## src/rtl/rr_arbiter8_if.sv

```systemverilog
// ---------------------------------------------------------------------------
// rr_arbiter8_if
// Bundle of the arbitration signals shared by the requesters and the
// round-robin arbiter. Clock and reset stay outside as plain module ports.
//
//   req       [7:0]  one bit per requester, set while it wants the resource
//   done             one-cycle release pulse from the current owner
//   gnt       [7:0]  one-hot grant, all zero when nothing is granted
//   gnt_idx   [2:0]  binary index of the current owner
//   gnt_valid        high while a grant is held
//   timeout          one-cycle pulse when a grant is revoked for holding too long
//
// master : requester side (drives req/done)
// slave  : arbiter side   (drives the grant outputs)
// ---------------------------------------------------------------------------
interface rr_arbiter8_if;
    logic [7:0] req;
    logic       done;
    logic [7:0] gnt;
    logic [2:0] gnt_idx;
    logic       gnt_valid;
    logic       timeout;

    modport master (
        output req,
        output done,
        input  gnt,
        input  gnt_idx,
        input  gnt_valid,
        input  timeout
    );

    modport slave (
        input  req,
        input  done,
        output gnt,
        output gnt_idx,
        output gnt_valid,
        output timeout
    );
endinterface

```

## src/rtl/rr_arbiter8.sv

```systemverilog
// ---------------------------------------------------------------------------
// rr_arbiter8
// Eight-way round-robin arbiter with an optional hold-time limit.
// One requester owns the resource at a time. After every release the search
// pointer moves to the requester just past the previous owner, and at least
// one idle cycle separates consecutive grants.
//
// Parameters
//   MAX_HOLD  maximum consecutive cycles a grant may be held (0 = unlimited)
//
// Ports
//   clk   single clock, rising edge
//   rst   synchronous, active-high reset
//   bus   rr_arbiter8_if.slave : req/done in, gnt/gnt_idx/gnt_valid/timeout out
//
// State | meaning
// ------+------------------------------------------------------------
// IDLE  | no grant held; arbitrates among req when any bit is set
// GRANT | one requester owns the resource; waits for done, req drop
//       | or hold-time expiry
// ---------------------------------------------------------------------------
module rr_arbiter8 #(
    parameter int MAX_HOLD = 16
) (
    input  logic          clk,
    input  logic          rst,
    rr_arbiter8_if.slave  bus
);

    // A zero-width counter is not legal, so keep at least one bit when the
    // hold limit is disabled.
    localparam int HW = (MAX_HOLD < 1) ? 1 : $clog2(MAX_HOLD + 1);
    localparam logic [HW-1:0] HOLD_LIM = HW'(MAX_HOLD);
    localparam logic [HW-1:0] HOLD_SAT = {HW{1'b1}};

    typedef enum logic {
        IDLE  = 1'b0,
        GRANT = 1'b1
    } state_t;

    state_t          r_state;
    logic [2:0]      r_ptr;
    logic [2:0]      r_gnt_idx;
    logic [7:0]      r_gnt;
    logic            r_gnt_valid;
    logic            r_timeout;
    logic [HW-1:0]   r_hold_cnt;

    state_t          w_state_nxt;
    logic [2:0]      w_ptr_nxt;
    logic [2:0]      w_idx_nxt;
    logic [7:0]      w_gnt_nxt;
    logic            w_valid_nxt;
    logic            w_timeout_nxt;
    logic [HW-1:0]   w_hold_nxt;

    logic [2:0]      w_sel;
    logic [HW-1:0]   w_hold_inc;
    logic            w_expire;
    logic            w_owner_req;
    logic            w_release;

    // Round-robin pick: walk from ptr+7 down to ptr so the last hit, which
    // is the one closest to ptr in search order, wins.
    always_comb begin
        w_sel = r_ptr;
        for (int i = 7; i >= 0; i--) begin
            if (bus.req[r_ptr + 3'(i)]) begin
                w_sel = r_ptr + 3'(i);
            end
        end
    end

    // hold_cnt counts completed GRANT cycles; the incremented value reaching
    // MAX_HOLD means this is the last cycle the grant may be held.
    always_comb begin
        w_hold_inc = (r_hold_cnt == HOLD_SAT) ? r_hold_cnt : r_hold_cnt + 1'b1;
        w_expire   = (MAX_HOLD != 0) && (w_hold_inc == HOLD_LIM);
    end

    assign w_owner_req = bus.req[r_gnt_idx];
    assign w_release   = bus.done || !w_owner_req || w_expire;

    always_comb begin
        w_state_nxt   = r_state;
        w_ptr_nxt     = r_ptr;
        w_idx_nxt     = r_gnt_idx;
        w_hold_nxt    = r_hold_cnt;
        w_timeout_nxt = 1'b0;

        case (r_state)
            IDLE: begin
                // done is meaningless without an owner and is ignored here.
                if (bus.req != 8'h00) begin
                    w_state_nxt = GRANT;
                    w_idx_nxt   = w_sel;
                    w_hold_nxt  = '0;
                end
            end
            GRANT: begin
                if (w_release) begin
                    w_state_nxt   = IDLE;
                    w_ptr_nxt     = r_gnt_idx + 3'd1;
                    w_hold_nxt    = '0;
                    // An owner-initiated release in the expiry cycle is an
                    // ordinary release, not a timeout.
                    w_timeout_nxt = w_expire && !bus.done && w_owner_req;
                end else begin
                    w_hold_nxt = w_hold_inc;
                end
            end
            default: begin
                w_state_nxt = IDLE;
            end
        endcase

        w_valid_nxt = (w_state_nxt == GRANT);
        w_gnt_nxt   = w_valid_nxt ? (8'b1 << w_idx_nxt) : 8'h00;
    end

    always_ff @(posedge clk) begin
        if (rst) begin
            r_state     <= IDLE;
            r_ptr       <= 3'd0;
            r_gnt_idx   <= 3'd0;
            r_gnt       <= 8'h00;
            r_gnt_valid <= 1'b0;
            r_timeout   <= 1'b0;
            r_hold_cnt  <= '0;
        end else begin
            r_state     <= w_state_nxt;
            r_ptr       <= w_ptr_nxt;
            r_gnt_idx   <= w_idx_nxt;
            r_gnt       <= w_gnt_nxt;
            r_gnt_valid <= w_valid_nxt;
            r_timeout   <= w_timeout_nxt;
            r_hold_cnt  <= w_hold_nxt;
        end
    end

    assign bus.gnt       = r_gnt;
    assign bus.gnt_idx   = r_gnt_idx;
    assign bus.gnt_valid = r_gnt_valid;
    assign bus.timeout   = r_timeout;

endmodule
```

## src/flat_wrapper.sv

```systemverilog
// flat-port wrapper written by rule: the top's interface ports become plain ports
module rr_arbiter8_flat 
#(
    parameter int MAX_HOLD = 16
)
  (clk, rst, bus_req, bus_done, bus_gnt, bus_gnt_idx, bus_gnt_valid, bus_timeout);
  rr_arbiter8_if bus_i ();
  input  logic clk;
  input  logic rst;
  input wire logic [$bits(bus_i.req)-1:0] bus_req;
  input wire logic [$bits(bus_i.done)-1:0] bus_done;
  output wire logic [$bits(bus_i.gnt)-1:0] bus_gnt;
  output wire logic [$bits(bus_i.gnt_idx)-1:0] bus_gnt_idx;
  output wire logic [$bits(bus_i.gnt_valid)-1:0] bus_gnt_valid;
  output wire logic [$bits(bus_i.timeout)-1:0] bus_timeout;
  assign bus_i.req = bus_req;
  assign bus_i.done = bus_done;
  assign bus_gnt = bus_i.gnt;
  assign bus_gnt_idx = bus_i.gnt_idx;
  assign bus_gnt_valid = bus_i.gnt_valid;
  assign bus_timeout = bus_i.timeout;
  rr_arbiter8 #(.MAX_HOLD(MAX_HOLD)) u_core (.clk(clk), .rst(rst), .bus(bus_i));
endmodule
```

## config.mk

```make
export PLATFORM = sky130hd
export DESIGN_NAME = rr_arbiter8_flat
export DESIGN_NICKNAME = d
export VERILOG_FILES = /design/src/rtl/rr_arbiter8_if.sv /design/src/rtl/rr_arbiter8.sv /design/src/flat_wrapper.sv
export SDC_FILE = /design/constraint.sdc
export NUM_CORES = 1
export LEC_CHECK = 0
export CORE_AREA = 5 5 71 73
export DETAILED_ROUTE_END_ITERATION = 7
export DIE_AREA = 0 0 76 78
export PLACE_DENSITY = 0.66
export REMOVE_ABC_BUFFERS = 1
export SLEW_MARGIN = 25
export SYNTH_ARGS = -nofsm -noshare
export SYNTH_HDL_FRONTEND = slang
export SYNTH_SLANG_ARGS = --single-unit
```

## constraint.sdc

```tcl
create_clock -name clk -period 3.9 [get_ports clk]
set_input_delay 0.975 -clock clk [delete_from_list [all_inputs] [get_ports clk]]
set_output_delay 0.975 -clock clk [all_outputs]
set_load 0.01 [all_outputs]
```

# --- After elaboration in Yosys (flattened, before gate mapping) ---
# Index checks and enable logic that the tools add are counted.
totals:
  elab_cells: 76
  reg_bits: 21
op_classes:
  n_mux: 35
  n_addsub: 9
  n_shift: 1
  bitwise: 3
  order_cmp: 9
  reduce_logical: 10
  n_eq_ne: 3
op_table:
  columns: ["cell", "count"]
  rows:
  - ["$lt 3x4->1 const B", 9]
  - ["$mux 3", 10]
  - ["$bmux 1 s3", 9]
  - ["$mux 5", 3]
  - ["$add 3x3->3 const B", 4]
  - ["$mux 1", 11]
  - ["$eq 5x5->1 const B", 2]
  - ["$pmux 5 s2", 1]
  - ["$reduce_bool 8->1", 1]
  - ["$shl 1x3->8 const A", 1]
  - ["$add 3x1->3 const B", 2]
  - ["$add 3x2->3 const B", 2]
  - ["$add 5x1->5 const B", 1]
  - ["$not 1->1", 3]
  - ["$reduce_or 3->1", 1]
  - ["$logic_and 1x1->1", 2]
  - ["$logic_not 1->1", 2]
  - ["$logic_or 1x1->1", 2]
  - ["$ne 2x1->1 const B", 1]
  - ["$pmux 1 s2", 1]
  - ["$reduce_and 2->1", 1]
  - ["$reduce_or 2->1", 1]

# --- Logic depth before layout (Yosys ltp) ---
logic_depth:
  word_depth: 14
  depth_mapped: 12
  depth_no_buf: 9

# --- Worst setup path after synthesis ---
# No wires, ideal clock.
synth_timing:
  kind: "input to register"
  startpoint: "in bus_req[7]"
  endpoint: "reg u_core.r_gnt[0] (netlist: u_core.bus.gnt[0])"
  stages: 8
  required_time_ns: 3.821
  slack_ns: 0.951
  setup_ns: 0.079
  t_arrival_ns: 2.871
  cell_sequence: "buf_2 -> mux4_2 -> mux2_2 -> a21boi_0 -> o21ai_2 -> mux2i_1 -> or3_4 -> nor3_1"
synth_between:
  elab_chain_cells: 13
  word_cells_on_any_way: 38
  classes_between: "shift (1); mux (31); bitwise (1); reduce/logical (5)"
synth_lines:
  columns: ["item", "line", "source"]
  rows:
  - ["start, declared", "flat_wrapper.sv:10", "input wire logic [$bits(bus_i.req)-1:0] bus_req;"]
  - ["$bmux 1 s3", "rr_arbiter8.sv:68", "if (bus.req[r_ptr + 3'(i)]) begin"]
  - ["$mux 1 (implied by the code)", "rr_arbiter8.sv:68", null]
  - ["$mux 3 (8 in a row)", "rr_arbiter8.sv:68", null]
  - ["$mux 3", "rr_arbiter8.sv:94", "if (bus.req != 8'h00) begin"]
  - ["$mux 3", "rr_arbiter8.sv:91", "case (r_state)"]
  - ["$shl 1x3->8", "rr_arbiter8.sv:118", "w_gnt_nxt = w_valid_nxt ? (8'b1 << w_idx_nxt) : 8'h00;"]
  - ["end signal, assigned", "rr_arbiter8.sv:134", "r_gnt <= w_gnt_nxt;"]
  - ["end, declared", "rr_arbiter8.sv:44", "logic [7:0] r_gnt;"]
# Parallel ways exist; a longest one is shown, timed or not. The select of a mux whose other input is x is not followed.
# A chain may end at the register's enable or synchronous reset.

# --- Final worst setup path ---
layout_timing:
  startpoint: "in bus_req[1]"
  endpoint: "reg u_core.r_gnt[1] (netlist: u_core.bus.gnt[1])"
# Same word-level chain as after synthesis.

==> qor.yml <==
cells_and_area:
  drive_above_1_share_pct: 14.0
  fillers: 427
  nets: 238
  areaGrowthSynthToFinish_pct: 14.4
  diodes: 0
  stdcell_area_um2: 2160
min_path:
  hp-class: "reg -> reg"
setup_path:
  rrSetupSlack_ps: 730
  worstSetupPathType: "in -> reg"
  critical_path_arrival_ps: 3590
  startpoint_type: "primary input"
  required_ps: 4030
  crit_fanout: 11
  worstSetupEndpointType: "register"
global_routing:
  grtUsageTotal_pct: 15.7
  grt_max_degree: 22
  grt_pass1_wl_mm: 7.87
  antenna_found_initial: 0
  overflow: 0
  grt_pass1_vias: 1581
placed_design:
  dpl_cell_area_um2: 2120
  io_buffers: 23
  place_congestion: 0.827
  place_hpwl_mm: 3.34
detailed_routing:
  route.detailed.drc: 0
  via_count: 1674
  drtIter0Drc: 159
  viasPerCell: 6.11
  route.final.wire_length_mm: 4.47
  firstDrtPassIters: 4
  wl_per_cell_um: 16.3
  ant_nets: 0
status:
  status: "finished, final reports clean"
sta:
  post-route-period-util_pct: 88.6
  fin_crit_ps: 3460
  hold_viol: 0
  max_freq_mhz: 289
  tightest_slew_ps: 594
  maxSlewViolCount: 0
  relSlewSlack_pct: 60.4
  clock_skew_ps: 6.07
  setup_viol: 0
  setup_tns_ps: 0
  rsz0062_at_grt: "no"
floorplan:
  io_pins: 24
  die_area_um2: 5930
  core-area_um2: 4290
  die_height_um: 78
  start_util_pct: 44.1
  rows: 24
  chipWidth_um: 76
synthesis:
  ys.flop_type: "dfxtp_1"
  synth-compound-area-share_pct: 17.9
  syn_area_um2: 1890
  ys_seq_elements: 21
  synthXorXnorAreaFrac_pct: 1.85
  synth_cell_types: 55
  syn_area_per_cell_um2: 9.10
  synthArstFlopShare_pct: 0
  synth-edff-count: 0
  synth_top_family_by_area: "multiplexers"
  synth-simple-area-share_pct: 20.9
  yosysWarnings: 0
  synthCells: 208
  ys_seq_area_share_pct: 22.2
  synthAdderAreaFrac_pct: 2.65
  synthMuxAreaShare_pct: 28.8
clocking:
  post_cts_resized: 0
  cts_buffers: 3
  max-clock-path-buffers: 2
  clock_sinks: 21
  cts_tree: "yes"
  clk-insertion-delay-late_ps: 260
  cts_hold_buf: 0
  cts.clk_slew.worst_paths_ps: 80
  h-tree-depth: 1
  clockRootBuffer: "clkbuf_8"
  post_cts_buffers: 0
power_and_ir_drop:
  p_per_area_nw_per_um2: 521
  vdd_drop_max_v: 0.000265
  power.leakage_nw: 0.757
job:
  maxCapViolCount: 0
## cell type report
| class | count | area (um2) | share of cell area, % |
|---|---|---|---|
| Inverter | 4 | 15.0 | 0.694 |
| Clock inverter | 1 | 5.00 | 0.231 |
| Timing Repair Buffer | 26 | 253 | 11.7 |
| Tap cell | 52 | 65.1 | 3.01 |
| Sequential cell | 21 | 420 | 19.4 |
| Multi-Input combinational cell | 167 | 1370 | 63.1 |
| Clock buffer | 3 | 41.3 | 1.91 |
## Yosys cell counts, drive strengths merged (2+ instances only)
cell | count | area share, %
xor2 | 2 | 0.93
nand2 | 15 | 3.0
nand4b | 4 | 1.9
nor2b | 3 | 0.99
a31oi | 3 | 0.99
mux2 | 3 | 1.8
nand4 | 2 | 0.66
dfxtp | 21 | 22
xnor2 | 2 | 0.93
a311oi | 2 | 0.93
o21ai | 12 | 3.4
o32ai | 2 | 0.93
a22oi | 2 | 0.79
and2 | 3 | 0.99
or3 | 2 | 0.93
nor3 | 14 | 3.7
clkbuf | 3 | 0.60
nor2 | 11 | 2.2
a211oi | 2 | 0.79
and3 | 3 | 0.99
mux2i | 18 | 10
nand2b | 2 | 0.66
nor4 | 5 | 1.7
buf | 13 | 4.2
nand3 | 6 | 1.6
a21oi | 14 | 3.7
ha | 4 | 2.6
mux4 | 14 | 17
inv | 4 | 0.79
## per-layer routing
| metal | wire [um] | part of all wire, % | GRT usage (%) |
|---|---|---|---|
| met1 | 2130 | 48 | 22.0 |
| met2 | 2160 | 48 | 25.4 |
| met3 | 158 | 3.5 | 2.89 |
| met4 | 12 | 0.27 | 2.67 |
| met5 | 0 | 0 | 0 |
## final timing paths
kind / from / endpoint / cells past startpoint
hold / removal: u_core.r_hold_cnt[4]$_SDFFE_PP0P_ / u_core.r_hold_cnt[4]$_SDFFE_PP0P_ / 2
hold reg to reg: u_core.r_hold_cnt[4]$_SDFFE_PP0P_ / u_core.r_hold_cnt[4]$_SDFFE_PP0P_ / 2
setup / recovery: bus_req[1] / u_core.bus.gnt[1]$_SDFF_PP0_ / 8
setup reg to reg: u_core.r_ptr[1]$_SDFFE_PP0N_ / u_core.bus.gnt[3]$_SDFF_PP0_ / 9
## registers in the layout, summed over array words and instances (netlist names)
name                flops
u_core.bus.gnt_idx      3
u_core.bus.gnt          8
u_core.r_state          1
u_core.r_hold_cnt       5
u_core.r_ptr            3
u_core.bus.timeout      1
## stage by stage
stage	power, mW	instances	worst slack [ps]	util, %	hold WS [ps]
3_3_place_gp	0.984	270	248	49.3	509
3_5_place_dp	0.990	270	197	49.3	533
2_1_floorplan	0.798	192	567	-	476
5_1_grt	1.22	274	189	50.4	594
6_report	1.13	274	444	50.4	547
4_1_cts	1.13	274	464	50.4	546
## critical path, stage by stage
cell and delay (ps):
clkdlybuf4s50_1 620, mux4_1 620, mux2_2 310, a21boi_0 220
o21ai_2 100, mux2i_1 130, nor3_1 490, nor3_1 120
## where the power goes
group          internal (mW)  switching (mW)
clock                 0.0713          0.0736
combinational          0.333           0.367
sequential             0.249          0.0341
## placed cells by master (no fill, tap or decap), types with 4 or more instances in the layout
| cell type | synthesis | final |
|---|---|---|
| a21oi_1 | 14 | 14 |
| nand3_1 | 6 | 6 |
| mux4_2 | 13 | 13 |
| dfxtp_1 | 21 | 21 |
| nor4_1 | 5 | 5 |
| nor2_1 | 11 | 11 |
| mux2i_1 | 17 | 17 |
| clkdlybuf4s50_1 | 0 | 23 |
| nor3_1 | 14 | 14 |
| nand4b_1 | 4 | 4 |
| o21ai_0 | 10 | 10 |
| ha_1 | 4 | 4 |
| nand2_1 | 15 | 15 |
## kinds of logic (layout without fill, tap and decap cells)
kind of cell / after synthesis / in the layout
AOI/OAI and AO/OA: 50 / 50
muxes: 35 / 35
and+or+nand+nor: 74 / 74
adders and majority gates: 4 / 4
DFF: 21 / 21
xor gates and xnor gates: 4 / 4
buffers and inverters: 20 / 34
(Power assumes the default switching activity.)
